$ cat src/rtl/mcu_pkg.sv
// -----------------------------------------------------------------------------
// mcu_pkg
// Shared definitions for the MCU front end: instruction width, the NOP
// encoding, the branch-select encodings driven by execute, the fetch-unit
// FSM state encoding and the redirect decision helper.
// -----------------------------------------------------------------------------
package mcu_pkg;

    localparam int              INSTR_W   = 17;
    localparam logic [16:0]     NOP_INSTR = 17'h0_0000;

    // Branch-select encodings presented with br_valid.
    typedef enum logic [1:0] {
        BS_SEQ   = 2'b00,   // sequential, no redirect
        BS_COND  = 2'b01,   // conditional, relative target
        BS_JREG  = 2'b10,   // unconditional, absolute target from register
        BS_COND2 = 2'b11    // conditional, relative target (alias)
    } br_sel_e;

    // Fetch-unit sequencing states.
    typedef enum logic [1:0] {
        ST_BOOT   = 2'b00,
        ST_RUN    = 2'b01,
        ST_DRAIN  = 2'b10,
        ST_HALTED = 2'b11
    } ifu_state_e;

    // Decide whether a branch resolution redirects the fetch stream.
    // Conditional branches are taken when the zero flag differs from the
    // polarity bit, so br_ps=0 means "branch if zero".
    function automatic logic redirect_taken(
        input logic       valid,
        input logic [1:0] sel,
        input logic       zero,
        input logic       ps
    );
        logic taken;
        case (sel)
            BS_JREG:           taken = 1'b1;
            BS_COND, BS_COND2: taken = zero ^ ps;
            BS_SEQ:            taken = 1'b0;
            default:           taken = 1'b0;
        endcase
        return valid & taken;
    endfunction

endpackage

$ cat src/rtl/ifu_skid_buf.sv
// -----------------------------------------------------------------------------
// ifu_skid_buf
// Two-entry in-order buffer of {instruction, pc} pairs sitting between the
// instruction memory return path and the decoder handshake. Entry 0 is the
// head presented to the decoder; a pop shifts entry 1 down.
// Ports:
//   clk, rst           clock, synchronous active-high reset
//   flush              discard all entries (wrong-path clean-up)
//   push, push_instr,
//   push_pc            write a returned word at the tail
//   pop                remove the head (decoder accepted it)
//   head_instr,head_pc current head entry
//   count              number of valid entries (0..2)
// The caller never pushes into a full buffer nor pops an empty one.
// -----------------------------------------------------------------------------
module ifu_skid_buf
    import mcu_pkg::*;
#(
    parameter int PC_W = 8
) (
    input  logic               clk,
    input  logic               rst,
    input  logic               flush,
    input  logic               push,
    input  logic [INSTR_W-1:0] push_instr,
    input  logic [PC_W-1:0]    push_pc,
    input  logic               pop,
    output logic [INSTR_W-1:0] head_instr,
    output logic [PC_W-1:0]    head_pc,
    output logic [1:0]         count
);

    logic [INSTR_W-1:0] instr0_r;
    logic [INSTR_W-1:0] instr1_r;
    logic [PC_W-1:0]    pc0_r;
    logic [PC_W-1:0]    pc1_r;
    logic [1:0]         count_r;

    // Buffer storage and occupancy update for push/pop/flush.
    always_ff @(posedge clk) begin
        if (rst || flush) begin
            instr0_r <= NOP_INSTR;
            instr1_r <= NOP_INSTR;
            pc0_r    <= {PC_W{1'b0}};
            pc1_r    <= {PC_W{1'b0}};
            count_r  <= 2'd0;
        end else begin
            case ({push, pop})
                2'b10: begin
                    if (count_r == 2'd0) begin
                        instr0_r <= push_instr;
                        pc0_r    <= push_pc;
                    end else begin
                        instr1_r <= push_instr;
                        pc1_r    <= push_pc;
                    end
                    count_r <= count_r + 2'd1;
                end
                2'b01: begin
                    instr0_r <= instr1_r;
                    pc0_r    <= pc1_r;
                    count_r  <= count_r - 2'd1;
                end
                2'b11: begin
                    // Occupancy is unchanged; the new word lands behind
                    // whatever remains after the head leaves.
                    if (count_r == 2'd1) begin
                        instr0_r <= push_instr;
                        pc0_r    <= push_pc;
                    end else begin
                        instr0_r <= instr1_r;
                        pc0_r    <= pc1_r;
                        instr1_r <= push_instr;
                        pc1_r    <= push_pc;
                    end
                end
                default: begin
                    count_r <= count_r;
                end
            endcase
        end
    end

    assign head_instr = instr0_r;
    assign head_pc    = pc0_r;
    assign count      = count_r;

endmodule

$ cat src/rtl/instr_fetch_unit.sv
// -----------------------------------------------------------------------------
// instr_fetch_unit
// Front-end stage feeding the decoder. Holds the PC, issues reads to a
// synchronous instruction memory (one-cycle read latency), buffers returned
// words in a 2-entry skid buffer and presents them with valid/ready.
// Downstream branch resolutions redirect the PC and flush wrong-path words.
// Ports:
//   clk, rst                 clock, synchronous active-high reset
//   imem_en, imem_addr       memory read strobe / address (current PC)
//   imem_rdata               word returned the cycle after imem_en
//   instr, instr_pc,
//   instr_valid, id_ready    decoder handshake
//   br_valid, br_sel, br_ps,
//   br_zero, br_offset,
//   br_reg_tgt               branch resolution from execute
//   halt, halted             stop request / halted status
// Optional build macro IFU_PERF_CNT_EN adds saturating counters
//   perf_fetch (accepted handshakes) and perf_flush (taken redirects).
// -----------------------------------------------------------------------------
module instr_fetch_unit
    import mcu_pkg::*;
#(
    parameter int              PC_W     = 8,
    parameter logic [PC_W-1:0] RESET_PC = {PC_W{1'b0}}
) (
    input  logic               clk,
    input  logic               rst,
    output logic               imem_en,
    output logic [PC_W-1:0]    imem_addr,
    input  logic [INSTR_W-1:0] imem_rdata,
    output logic [INSTR_W-1:0] instr,
    output logic [PC_W-1:0]    instr_pc,
    output logic               instr_valid,
    input  logic               id_ready,
    input  logic               br_valid,
    input  logic [1:0]         br_sel,
    input  logic               br_ps,
    input  logic               br_zero,
    input  logic [PC_W-1:0]    br_offset,
    input  logic [PC_W-1:0]    br_reg_tgt,
    input  logic               halt,
    output logic               halted
`ifdef IFU_PERF_CNT_EN
    ,
    output logic [15:0]        perf_fetch,
    output logic [15:0]        perf_flush
`endif
);

    ifu_state_e         state_r;
    logic [PC_W-1:0]    pc_r;
    logic               inflight_r;   // a read issued last cycle returns now

    logic [1:0]         count_s;
    logic [INSTR_W-1:0] head_instr_s;
    logic [PC_W-1:0]    head_pc_s;
    logic               valid_s;
    logic               pop_s;
    logic               push_s;
    logic               taken_s;
    logic               fetch_s;
    logic [PC_W-1:0]    target_s;
    logic [2:0]         occ_s;

    // Handshake, redirect and fetch-issue decisions for the current cycle.
    always_comb begin
        valid_s = (count_s != 2'd0);
        pop_s   = valid_s & id_ready;

        if (state_r != ST_HALTED) begin
            taken_s = redirect_taken(br_valid, br_sel, br_zero, br_ps);
        end else begin
            taken_s = 1'b0;
        end

        // For relative branches execute supplies the branch PC on br_reg_tgt.
        if (br_sel == BS_JREG) begin
            target_s = br_reg_tgt;
        end else begin
            target_s = br_reg_tgt + br_offset;
        end

        // Occupancy after this cycle's pop; counting the pop keeps the
        // stream at one word per cycle while the decoder is ready.
        occ_s = {2'b00, inflight_r} + {1'b0, count_s} - {2'b00, pop_s};

        fetch_s = !rst && (state_r == ST_RUN) && !halt && !taken_s
                  && (occ_s < 3'd2);

        // A word returning in a redirect cycle is on the wrong path.
        push_s = inflight_r & !taken_s;
    end

    // Sequencer: FSM state, PC and in-flight read tracking.
    always_ff @(posedge clk) begin
        if (rst) begin
            state_r    <= ST_BOOT;
            pc_r       <= RESET_PC;
            inflight_r <= 1'b0;
        end else begin
            inflight_r <= fetch_s;

            if (taken_s) begin
                pc_r <= target_s;
            end else if (fetch_s) begin
                pc_r <= pc_r + {{(PC_W-1){1'b0}}, 1'b1};
            end else begin
                pc_r <= pc_r;
            end

            case (state_r)
                ST_BOOT: begin
                    state_r <= ST_RUN;
                end
                ST_RUN: begin
                    // A redirect in the same cycle takes priority over halt.
                    if (halt && !taken_s) begin
                        state_r <= ST_DRAIN;
                    end else begin
                        state_r <= ST_RUN;
                    end
                end
                ST_DRAIN: begin
                    if ((count_s == 2'd0) && !inflight_r) begin
                        state_r <= ST_HALTED;
                    end else begin
                        state_r <= ST_DRAIN;
                    end
                end
                ST_HALTED: begin
                    state_r <= ST_HALTED;
                end
                default: begin
                    state_r <= ST_BOOT;
                end
            endcase
        end
    end

    ifu_skid_buf #(
        .PC_W (PC_W)
    ) u_skid_buf (
        .clk        (clk),
        .rst        (rst),
        .flush      (taken_s),
        .push       (push_s),
        .push_instr (imem_rdata),
        .push_pc    (pc_r - {{(PC_W-1){1'b0}}, 1'b1}),
        .pop        (pop_s),
        .head_instr (head_instr_s),
        .head_pc    (head_pc_s),
        .count      (count_s)
    );

    assign imem_en     = fetch_s;
    assign imem_addr   = pc_r;
    assign instr_valid = valid_s;
    assign instr       = valid_s ? head_instr_s : NOP_INSTR;
    assign instr_pc    = valid_s ? head_pc_s : {PC_W{1'b0}};
    assign halted      = (state_r == ST_HALTED);

`ifdef IFU_PERF_CNT_EN
    logic [15:0] perf_fetch_r;
    logic [15:0] perf_flush_r;

    // Saturating event counters for accepted handshakes and taken redirects.
    always_ff @(posedge clk) begin
        if (rst) begin
            perf_fetch_r <= 16'h0000;
            perf_flush_r <= 16'h0000;
        end else begin
            if (pop_s && (perf_fetch_r != 16'hFFFF)) begin
                perf_fetch_r <= perf_fetch_r + 16'h0001;
            end else begin
                perf_fetch_r <= perf_fetch_r;
            end
            if (taken_s && (perf_flush_r != 16'hFFFF)) begin
                perf_flush_r <= perf_flush_r + 16'h0001;
            end else begin
                perf_flush_r <= perf_flush_r;
            end
        end
    end

    assign perf_fetch = perf_fetch_r;
    assign perf_flush = perf_flush_r;
`endif

endmodule

$ cat config.mk
export PLATFORM = sky130hd
export DESIGN_NAME = instr_fetch_unit
export DESIGN_NICKNAME = d
export VERILOG_FILES = /design/src/rtl/mcu_pkg.sv /design/src/rtl/ifu_skid_buf.sv /design/src/rtl/instr_fetch_unit.sv
export SDC_FILE = /design/constraint.sdc
export NUM_CORES = 1
export LEC_CHECK = 0
export ABC_AREA = 0
export CORE_ASPECT_RATIO = 0.9
export CORE_MARGIN = 2
export CORE_UTILIZATION = 55
export DETAILED_ROUTE_END_ITERATION = 8
export PLACE_DENSITY = 0.93
export SETUP_SLACK_MARGIN = 0.2
export SYNTH_ARGS = -nofsm -noshare
export SYNTH_HDL_FRONTEND = slang
export SYNTH_HIERARCHICAL = 1
export SYNTH_SLANG_ARGS = --single-unit
$ cat constraint.sdc
create_clock -name clk -period 9.1 [get_ports clk]
set_clock_uncertainty 0.15 [all_clocks]
set_input_delay 1.82 -clock clk [delete_from_list [all_inputs] [get_ports clk]]
set_output_delay 1.82 -clock clk [all_outputs]
set_load 0.1 [all_outputs]
==> results of run 1 <==
[cell families (layout without fill, tap and decap cells)]
family | Yosys count | in the layout | share of synthesized area
simple gates | 141 | 141 | 0.195
xor+xnor | 20 | 20 | 0.0454
flops | 63 | 63 | 0.327
fa+ha+maj | 19 | 19 | 0.0655
buf+inv | 58 | 113 | 0.0678
compound gates | 168 | 168 | 0.299
[cells in the final DEF (no fill, tap or decap), types with 3 or more instances in the layout]
cell type	instances
ha_1	17
xor2_1	11
buf_4	3
nand3_1	51
inv_1	15
nand4_1	3
clkinv_2	3
a21oi_1	56
and2_1	6
clkdlybuf4s50_1	77
nand2_1	15
nor2_1	15
nor2b_1	31
clkbuf_8	9
a211oi_1	5
a311oi_1	7
nand2b_1	6
or4_1	3
xnor2_1	9
and3_1	3
a21o_1	4
o21ai_0	58
dfxtp_1	63
a311oi_2	20
[synthesized netlist by cell type (all sizes together) (3+ instances only)]
library cell and count:
nand4 3, nor2 15, and3 3, xnor2 9, buf 21, nand3 51, and2 6, ha 17
dfxtp 63, nand2b 6, or4 3, o21ai 60, a21o 4, clkbuf 20, xor2 11, a21oi 57
nand2 15, a311oi 27, inv 16, a211oi 6, nor2b 31
[metrics by stage]
step | utilization | worst slack (ns) | total power, mW | instances
floorplan | - | 2.88 | 0.551 | 469
global placement | 0.682 | 1.82 | 0.609 | 598
detailed placement | 0.682 | 1.73 | 0.621 | 598
CTS | 0.710 | 1.72 | 0.854 | 614
global route | 0.710 | 1.48 | 0.895 | 614
finish | 0.710 | 1.73 | 0.856 | 614
[flip-flops by register name, summed over array words and instances, names as in the netlist]
| register | cells |
|---|---|
| u_skid_buf/pc1_r | 8 |
| u_skid_buf/head_instr | 17 |
| u_skid_buf/count | 2 |
| state_r | 2 |
| u_skid_buf/head_pc | 8 |
| imem_addr | 8 |
| inflight_r | 1 |
| u_skid_buf/instr1_r | 17 |
[worst reg2reg max path: stages (launching register included)]
cell and delay, ns:
dfxtp_1 0.34, nand2_1 0.12, and2_1 0.21, o21ai_1 0.25, and2_1 0.29, inv_1 0.09
ha_1 0.79, nand2b_1 0.82, nand3_1 0.39, a311oi_2 0.13
[per-layer routing]
layer | global-route usage | wire length [um]
met1 | 0.337 | 4060
met2 | 0.459 | 4980
met3 | 0.0481 | 960
met4 | 0.0923 | 161
met5 | 0 | 0
[how the worst max path moves through the flow]
stage	from	endpoint	slack [ns]	cells past startpoint
final	id_ready	imem_en	1.73	9
after global routing	id_ready	imem_en	1.48	9
after CTS	id_ready	imem_en	1.72	9
after detailed placement	id_ready	imem_en	1.73	9
after global placement	id_ready	imem_en	1.82	9
after floorplan	id_ready	imem_en	2.88	8
[cell type report]
type | instances | area [um2]
clock inverter | 6 | 61.3
inverter | 17 | 63.8
sequential | 63 | 1260
multi-input combinational | 348 | 2330
fill | 526 | 1940
timing repair buffer | 80 | 793
clock buffer | 10 | 128
tap | 90 | 113
[report_power, final]
part | switching [mW] | internal, mW | total, mW
Combinational | 0.196 | 0.104 | 0.300
Clock | 0.111 | 0.125 | 0.236
Sequential | 0.0196 | 0.300 | 0.320
Total | 0.326 | 0.530 | 0.856
==> impl_metrics.csv, run 1 <==
group,metric,value,unit
status,status,"complete, no violations",
cts,cts_resized,0,
floorplan,die_x,92.3,um
logic_synthesis,synth_flop_cell,"dfxtp_1",
global_routing,track_usage,0.267,
setup_path,crit_family,"buffers and inverters",
global_routing,antenna_found_initial,0,
global_routing,gr-total-overflow,0,
setup_path,critical_path_arrival,5.40,ns
power_and_ir_drop,ir_drop,0.0000766,V
cts,clock_sinks,63,
floorplan,die_h,83.4,um
logic_synthesis,yosys.area.top_type,"dfxtp_1",
setup_path,cp-start-kind,"primary input",
setup_path,rr_worst_depth,9,
route,drc,0,
cts,clk_pin_slew,0.07,ns
logic_synthesis,synth.distinct_cells,48,
route,final_antenna_net_count,0,
worst_hold_path,holdPathEnd,"u_skid_buf/instr1_r[11]",
global_routing,grt_pass1_vias,3571,
logic_synthesis,seq_area_frac_synth,0.327,
layout,syn_to_final_growth,23.3,%
sta,maxSlewHeadroom,0.183,
sta,rsz0062_at_grt,"false",
floorplan,core-area,6690,um2
cts,clk_latency,0.35,ns
setup_path,worstPathMaxFanout,12,
setup_path,worstSetupPathType,"primary input to primary output",
route,dr.pass1.iters,6,
route,vias,3779,
setup_path,reg2reg_from,"state_r[1]",
cts,cts_buffer_depth,2,
power_and_ir_drop,leakagePower,1.63,nW
setup_path,max_stage_delay,1.13,ns
sta,period_minus_slack,7.37,ns
logic_synthesis,yosysTopAreaCellShare,0.327,
sta,max_freq,0.136,GHz
sta,tightest_slew,1.23,ns
logic_synthesis,avgSynthCellArea,8.22,um2
route,wl_per_cell,16.5,um
floorplan,pin_count,78,
setup_path,reg2reg_slack,5.35,ns
setup_path,cp.required,7.13,ns
cts,cts_buffers,9,
worst_hold_path,min-delay-start,"u_skid_buf/instr1_r[11]",
cts,cts_hold_buffers,0,
place,post_dp_cell_area,4560,um2
setup_path,crit_chain,"clkdlybuf4s50_1, nor2b_1, ha_1, nand2b_1, fa_1, nor4b_1, and3_1, and2_1, clkdlybuf4s50_1",
sta,slew_violations,0,
floorplan,rows,28,
cts,cts_tree,"built",
layout,diodes,0,
worst_hold_path,hold_path_class,"register to register",
worst_hold_path,whs_path_depth,2,
global_routing,grt_pass1_wl,16.9,mm
power_and_ir_drop,cellPowerDensity,180,nW/um2
layout,nNetsFinal,580,
route,drt-total-wl,10.2,mm
setup_path,rr_endpoint,"u_skid_buf/head_instr[10]",
setup_path,cp_slowest_cell,"clkdlybuf4s50_1",
logic_synthesis,ys_ff_latch,63,
logic_synthesis,async_flop_share,0,
setup_path,cp_common_cell,"clkdlybuf4s50_1",
global_routing,grt_max_degree,53,
cts,post_cts_buffers,0,
sta,finalSetupTns,0,ns
floorplan,die_area,7700,um2
place,gp_congestion,0.888,
logic_synthesis,syn_area,3860,um2
setup_path,path_buf_inv,2,
logic_synthesis,syn-num-nets,530,
sta,setup_viol,0,
sta,timing.final.hold_violations,0,
floorplan,start_util,0.576,
logic_synthesis,synthTopCellsByArea,"dfxtp_1 33%, a311oi_2 7.8%, o21ai_0 7.5%",
layout,drive_above_1_share,0.0859,
route,via_per_inst,6.15,
cts,htreeDepth,3,
route,drtIter0Drc,322,
job,maxCapViolCount,0,
setup_path,end_kind,"primary output",
place,io_buffers,77,
logic_synthesis,synth_edf_count,0,
sta,whs,0.323,ns
sta,finalCritPeriodShare,0.810,
cts,cts_root_buffer,"clkbuf_8",
place,hpwl,6.75,mm
logic_synthesis,synth_warnings,6,
layout,fin_area,4750,um2
logic_synthesis,syn_inst,469,
Note: power is estimated with default switching activity, not from simulation.
==> run 2: changes to the inputs <==
--- a/config.mk
+++ b/config.mk
@@ -8,9 +8,9 @@
 export ABC_AREA = 0
 export CORE_ASPECT_RATIO = 0.9
 export CORE_MARGIN = 2
-export CORE_UTILIZATION = 55
+export CORE_UTILIZATION = 47
 export DETAILED_ROUTE_END_ITERATION = 8
-export PLACE_DENSITY = 0.93
+export PLACE_DENSITY = 0.85
 export SETUP_SLACK_MARGIN = 0.2
 export SYNTH_ARGS = -nofsm -noshare
 export SYNTH_HDL_FRONTEND = slang
==> constraint.sdc (replaced) <==
create_clock -name clk -period 6.5 [get_ports clk]
set_clock_uncertainty 0.15 [all_clocks]
set_input_delay 1.3 -clock clk [delete_from_list [all_inputs] [get_ports clk]]
set_output_delay 1.3 -clock clk [all_outputs]
set_load 0.1 [all_outputs]
==> run 2 against run 1 <==
Effect of this change:
- clock power increased by 61%
- combinational power increased by 41%
- setup slack got worse by 0.77 ns
- sequential cell count is the same
- die area rose by 16%
- via count is 0.45% higher
- worst hold slack barely moved
- sequential power up 39%
- register-to-register slack got worse by 2.8 ns
- utilization fell by 11 points
- largest cell class unchanged
==> impl_metrics.csv, run 2 (synthesis gave the netlist of run 1 again) <==
group,metric,value,unit
status,status,"complete, no violations",
layout,fin_area,4810,um2
global_routing,met2_usage,0.400,
setup_path,crit_chain,"clkdlybuf4s50_1, nor2b_1, ha_1, nand2b_1, fa_1, nor4b_1, and3_1, and2_1, buf_4",
route,final_antenna_net_count,0,
cts,cts_tree,"built",
route,via_per_inst,6.07,
setup_path,rr_worst_depth,11,
setup_path,reg2reg_slack,2.52,ns
floorplan,die_h,89.9,um
layout,syn_to_final_growth,24.8,%
sta,whs,0.323,ns
global_routing,busiest_layer,"met2",
worst_hold_path,hold_path_class,"register to register",
place,gp_congestion,0.839,
cts,cts_buffer_depth,2,
setup_path,cp-start-kind,"primary input",
route,vias,3796,
power_and_ir_drop,total_power,1.25,mW
layout,final_cell_mix,"76 x clkdlybuf4s50_1, 63 x dfxtp_1, 58 x o21ai_0",
global_routing,grt.met3_usage,0.0412,
global_routing,grt_pass1_wl,17.4,mm
global_routing,antenna_found_initial,0,
setup_path,reg2reg_from,"u_skid_buf/count[1]",
cts,post_cts_buffers,0,
power_and_ir_drop,cellPowerDensity,260,nW/um2
setup_path,cp.required,5.05,ns
place,place_ws,0.956,ns
route,dr.pass1.iters,5,
global_routing,gr-total-overflow,0,
sta,max_freq,0.180,GHz
layout,seq_area,1260,um2
sta,slew_violations,0,
route,wl_per_cell,16.8,um
global_routing,grt_max_degree,53,
sta,maxSlewHeadroom,0.141,
layout,drive_above_1_share,0.0932,
worst_hold_path,whs_path_depth,2,
sta,rsz0062_at_grt,"false",
place,io_buffers,77,
cts,clock_sinks,63,
sta,finalCritPeriodShare,0.853,
job,maxCapViolCount,0,
worst_hold_path,holdPathEnd,"u_skid_buf/pc1_r[4]",
floorplan,die_area,8950,um2
layout,mostFrequentLayoutCell,"clkdlybuf4s50_1",
cts,cts_resized,0,
power_and_ir_drop,leakagePower,1.66,nW
setup_path,cp_slowest_cell,"fa_1",
sta,setup_viol,0,
cts,cts_hold_buffers,0,
floorplan,rows,31,
setup_path,worstPathMaxFanout,12,
cts,htreeDepth,3,
layout,diodes,0,
setup_path,max_stage_delay,0.49,ns
sta,finalSetupTns,0,ns
layout,nNetsFinal,582,
route,drc,0,
layout,fill_cells,689,
sta,timing.final.hold_violations,0,
cts,cts_root_buffer,"clkbuf_8",
global_routing,grt_pass1_vias,3720,
place,post_dp_cell_area,4590,um2
layout,final_cells,625,
setup_path,rr_endpoint,"imem_addr[5]",
sta,tightest_slew,1.29,ns
worst_hold_path,min-delay-start,"u_skid_buf/pc1_r[4]",
layout,post-route-util,0.602,
place,dpl.cell_count,609,
floorplan,die_x,99.5,um
global_routing,grtUsageMet1,0.299,
floorplan,core-area,7990,um2
layout,multi_input_area,2340,um2
place,hpwl,6.84,mm
route,drtIter0Drc,308,
setup_path,worstSetupPathType,"primary input to primary output",
power_and_ir_drop,ir_drop,0.000116,V
sta,period_minus_slack,5.55,ns
floorplan,start_util,0.483,
setup_path,end_kind,"primary output",
cts,cts_buffers,9,
route,drt-total-wl,10.5,mm
setup_path,critical_path_arrival,4.10,ns
cts,clk_latency,0.34,ns
sta,fin_ws,0.954,ns
floorplan,pin_count,78,
cts,clk_pin_slew,0.06,ns
global_routing,track_usage,0.236,
[run 2: power by group]
| part | internal (mW) | total (mW) | switching (mW) |
|---|---|---|---|
| sequential | 0.420 | 0.446 | 0.0262 |
| clock | 0.227 | 0.381 | 0.154 |
| combinational | 0.146 | 0.424 | 0.277 |
| total | 0.793 | 1.25 | 0.457 |
[run 2: routing by layer]
layer  share of wire  vias to the layer above  wire length [um]
met5               0                        -                 0
met4           0.015                        0               156
met3           0.066                       19               689
met2            0.51                      160              5310
met1            0.41                     1816              4350
li1                -                     1801                 -
[run 2: area by class of cell]
class | count | area share
Clock buffer | 11 | 0.0294
Sequential cell | 63 | 0.262
Clock inverter | 5 | 0.0169
Inverter | 17 | 0.0133
Tap cell | 99 | 0.0257
Multi-Input combinational cell | 348 | 0.485
Timing Repair Buffer | 82 | 0.167
[run 2: worst max-delay path by stage]
| stage | startpoint | cells past startpoint | to |
|---|---|---|---|
| 2_1_floorplan | id_ready | 8 | imem_en |
| 3_3_place_gp | id_ready | 9 | imem_en |
| 3_5_place_dp | id_ready | 9 | imem_en |
| 4_1_cts | id_ready | 9 | imem_en |
| 5_1_grt | id_ready | 9 | imem_en |
| 6_report | id_ready | 9 | imem_en |
[run 2: worst max-delay path, delay by kind of cell]
kind	cells	cell delay (ns)
fa+ha+maj	2	0.77
buf+inv	2	0.75
simple gates	5	1.27
==> run 3: changes to the inputs <==
--- a/config.mk
+++ b/config.mk
@@ -10,6 +10,7 @@
 export CORE_MARGIN = 2
 export CORE_UTILIZATION = 47
 export DETAILED_ROUTE_END_ITERATION = 8
+export MAX_ROUTING_LAYER = met4
 export PLACE_DENSITY = 0.85
 export SETUP_SLACK_MARGIN = 0.2
 export SYNTH_ARGS = -nofsm -noshare
==> run 3 against run 2 <==
Effect of this change:
- non-clock buffer count unchanged
- final cell count unchanged
- critical path depth unchanged
- worst hold slack about the same
- via count decreased by 0.45%
- critical path type unchanged
- critical endpoint unchanged
==> impl_metrics.csv, run 3 (synthesis gave the netlist of run 1 again) <==
group,metric,value,unit
sta,maxSlewHeadroom,0.142,
power_and_ir_drop,cellPowerDensity,260,nW/um2
sta,slew_violations,0,
route,dr.pass1.iters,5,
setup_path,worstSetupPathType,"primary input to primary output",
sta,tightest_slew,1.29,ns
sta,finalSetupTns,0,ns
global_routing,antenna_found_initial,0,
route,drt-total-wl,10.5,mm
worst_hold_path,hold_path_class,"register to register",
layout,final_cell_mix,"76 x clkdlybuf4s50_1, 63 x dfxtp_1, 58 x o21ai_0",
place,io_buffers,77,
power_and_ir_drop,leakagePower,1.66,nW
setup_path,end_kind,"primary output",
power_and_ir_drop,ir_drop,0.000116,V
sta,finalCritPeriodShare,0.853,
global_routing,met2_usage,0.399,
floorplan,rows,31,
cts,post_cts_buffers,0,
global_routing,gr-total-overflow,0,
global_routing,grt_max_degree,53,
route,vias,3779,
floorplan,die_h,89.9,um
floorplan,die_x,99.5,um
route,drc,0,
cts,clock_sinks,63,
route,final_antenna_net_count,0,
global_routing,track_usage,0.243,
job,maxCapViolCount,0,
cts,cts_tree,"built",
setup_path,crit_family,"simple AND/OR/NAND/NOR gates",
sta,setup_viol,0,
setup_path,crit_cells,9,
setup_path,critical_path_arrival,4.09,ns
cts,cts_buffer_depth,2,
cts,cts_resized,0,
worst_hold_path,whs_path_depth,2,
sta,timing.final.hold_violations,0,
setup_path,rr_worst_depth,11,
status,status,"complete, no violations",
setup_path,max_stage_delay,0.49,ns
global_routing,grtUsageMet1,0.303,
global_routing,grt_pass1_vias,3715,
layout,drive_above_1_share,0.0932,
layout,mostFrequentLayoutCell,"clkdlybuf4s50_1",
sta,period_minus_slack,5.54,ns
cts,cts_buffers,9,
layout,nNetsFinal,582,
setup_path,cp.required,5.05,ns
floorplan,start_util,0.483,
place,hpwl,6.84,mm
layout,diodes,0,
layout,syn_to_final_growth,24.8,%
cts,clk_latency,0.33,ns
global_routing,grt_pass1_wl,17.4,mm
sta,rsz0062_at_grt,"false",
setup_path,cp_slowest_cell,"fa_1",
setup_path,worstPathMaxFanout,12,
route,drtIter0Drc,282,
floorplan,pin_count,78,
setup_path,crit_chain,"clkdlybuf4s50_1, nor2b_1, ha_1, nand2b_1, fa_1, nor4b_1, and3_1, and2_1, buf_4",
route,wl_per_cell,16.8,um
place,gp_congestion,0.852,
global_routing,grt.met3_usage,0.0381,
layout,fill_cells,689,
setup_path,path_buf_inv,2,
cts,cts_hold_buffers,0,
route,via_per_inst,6.05,
sta,whs,0.324,ns
cts,clk_pin_slew,0.06,ns
cts,htreeDepth,3,
global_routing,busiest_layer,"met2",
sta,max_freq,0.180,GHz
floorplan,core-area,7990,um2
cts,cts_root_buffer,"clkbuf_8",
floorplan,die_area,8950,um2
setup_path,cp-start-kind,"primary input",
run 3: cell counts in the layout (fill, tap and decap cells not counted):
Identical to the previous run, type by type.
run 3: area by class of cell:
| type | instances | area, um2 | share of cell area |
|---|---|---|---|
| Sequential cell | 63 | 1260 | 0.262 |
| Clock inverter | 5 | 81.3 | 0.0169 |
| Clock buffer | 11 | 141 | 0.0294 |
| Multi-Input combinational cell | 348 | 2340 | 0.485 |
| Tap cell | 99 | 124 | 0.0257 |
| Inverter | 17 | 63.8 | 0.0133 |
| Timing Repair Buffer | 82 | 806 | 0.167 |
run 3: path summary, 6_finish.rpt:
check                       from                   to  slack, ns
max                     id_ready              imem_en       0.96
min          u_skid_buf/pc1_r[5]  u_skid_buf/pc1_r[5]       0.32
max reg2reg  u_skid_buf/count[1]         imem_addr[5]       2.52
min reg2reg  u_skid_buf/pc1_r[5]  u_skid_buf/pc1_r[5]       0.32
run 3: worst reg2reg max path: stages, from the launching register on:
cell	delay (ns)
dfxtp_1	0.37
nor2_2	0.87
nor2b_1	0.25
ha_1	0.34
nand2b_1	0.15
fa_1	0.49
nor4b_1	0.21
and3_1	0.45
nand4_1	0.17
xnor2_1	0.16
a32oi_1	0.16
o21ai_0	0.09
run 3: report_power, final:
part	internal (mW)	switching, mW
logic	0.146	0.277
registers	0.420	0.0263
clock network	0.227	0.153
total	0.793	0.457
run 3: per-stage QoR:
stage | power [mW] | setup WS (ns) | instance area (um2) | instances | utilization
CTS | 1.25 | 0.940 | 4810 | 625 | 0.602
finish | 1.25 | 0.956 | 4810 | 625 | 0.602
detailed placement | 0.869 | 0.956 | 4590 | 609 | 0.575
floorplan | 0.771 | 1.32 | 3860 | 469 | -
global route | 1.31 | 0.762 | 4810 | 625 | 0.602
global placement | 0.857 | 1.05 | 4590 | 609 | 0.575
run 3: metal layers:
metal,part of all wire,wire (um)
met3,0.071,741
met2,0.50,5280
met1,0.41,4320
met5,0,0
met4,0.015,157
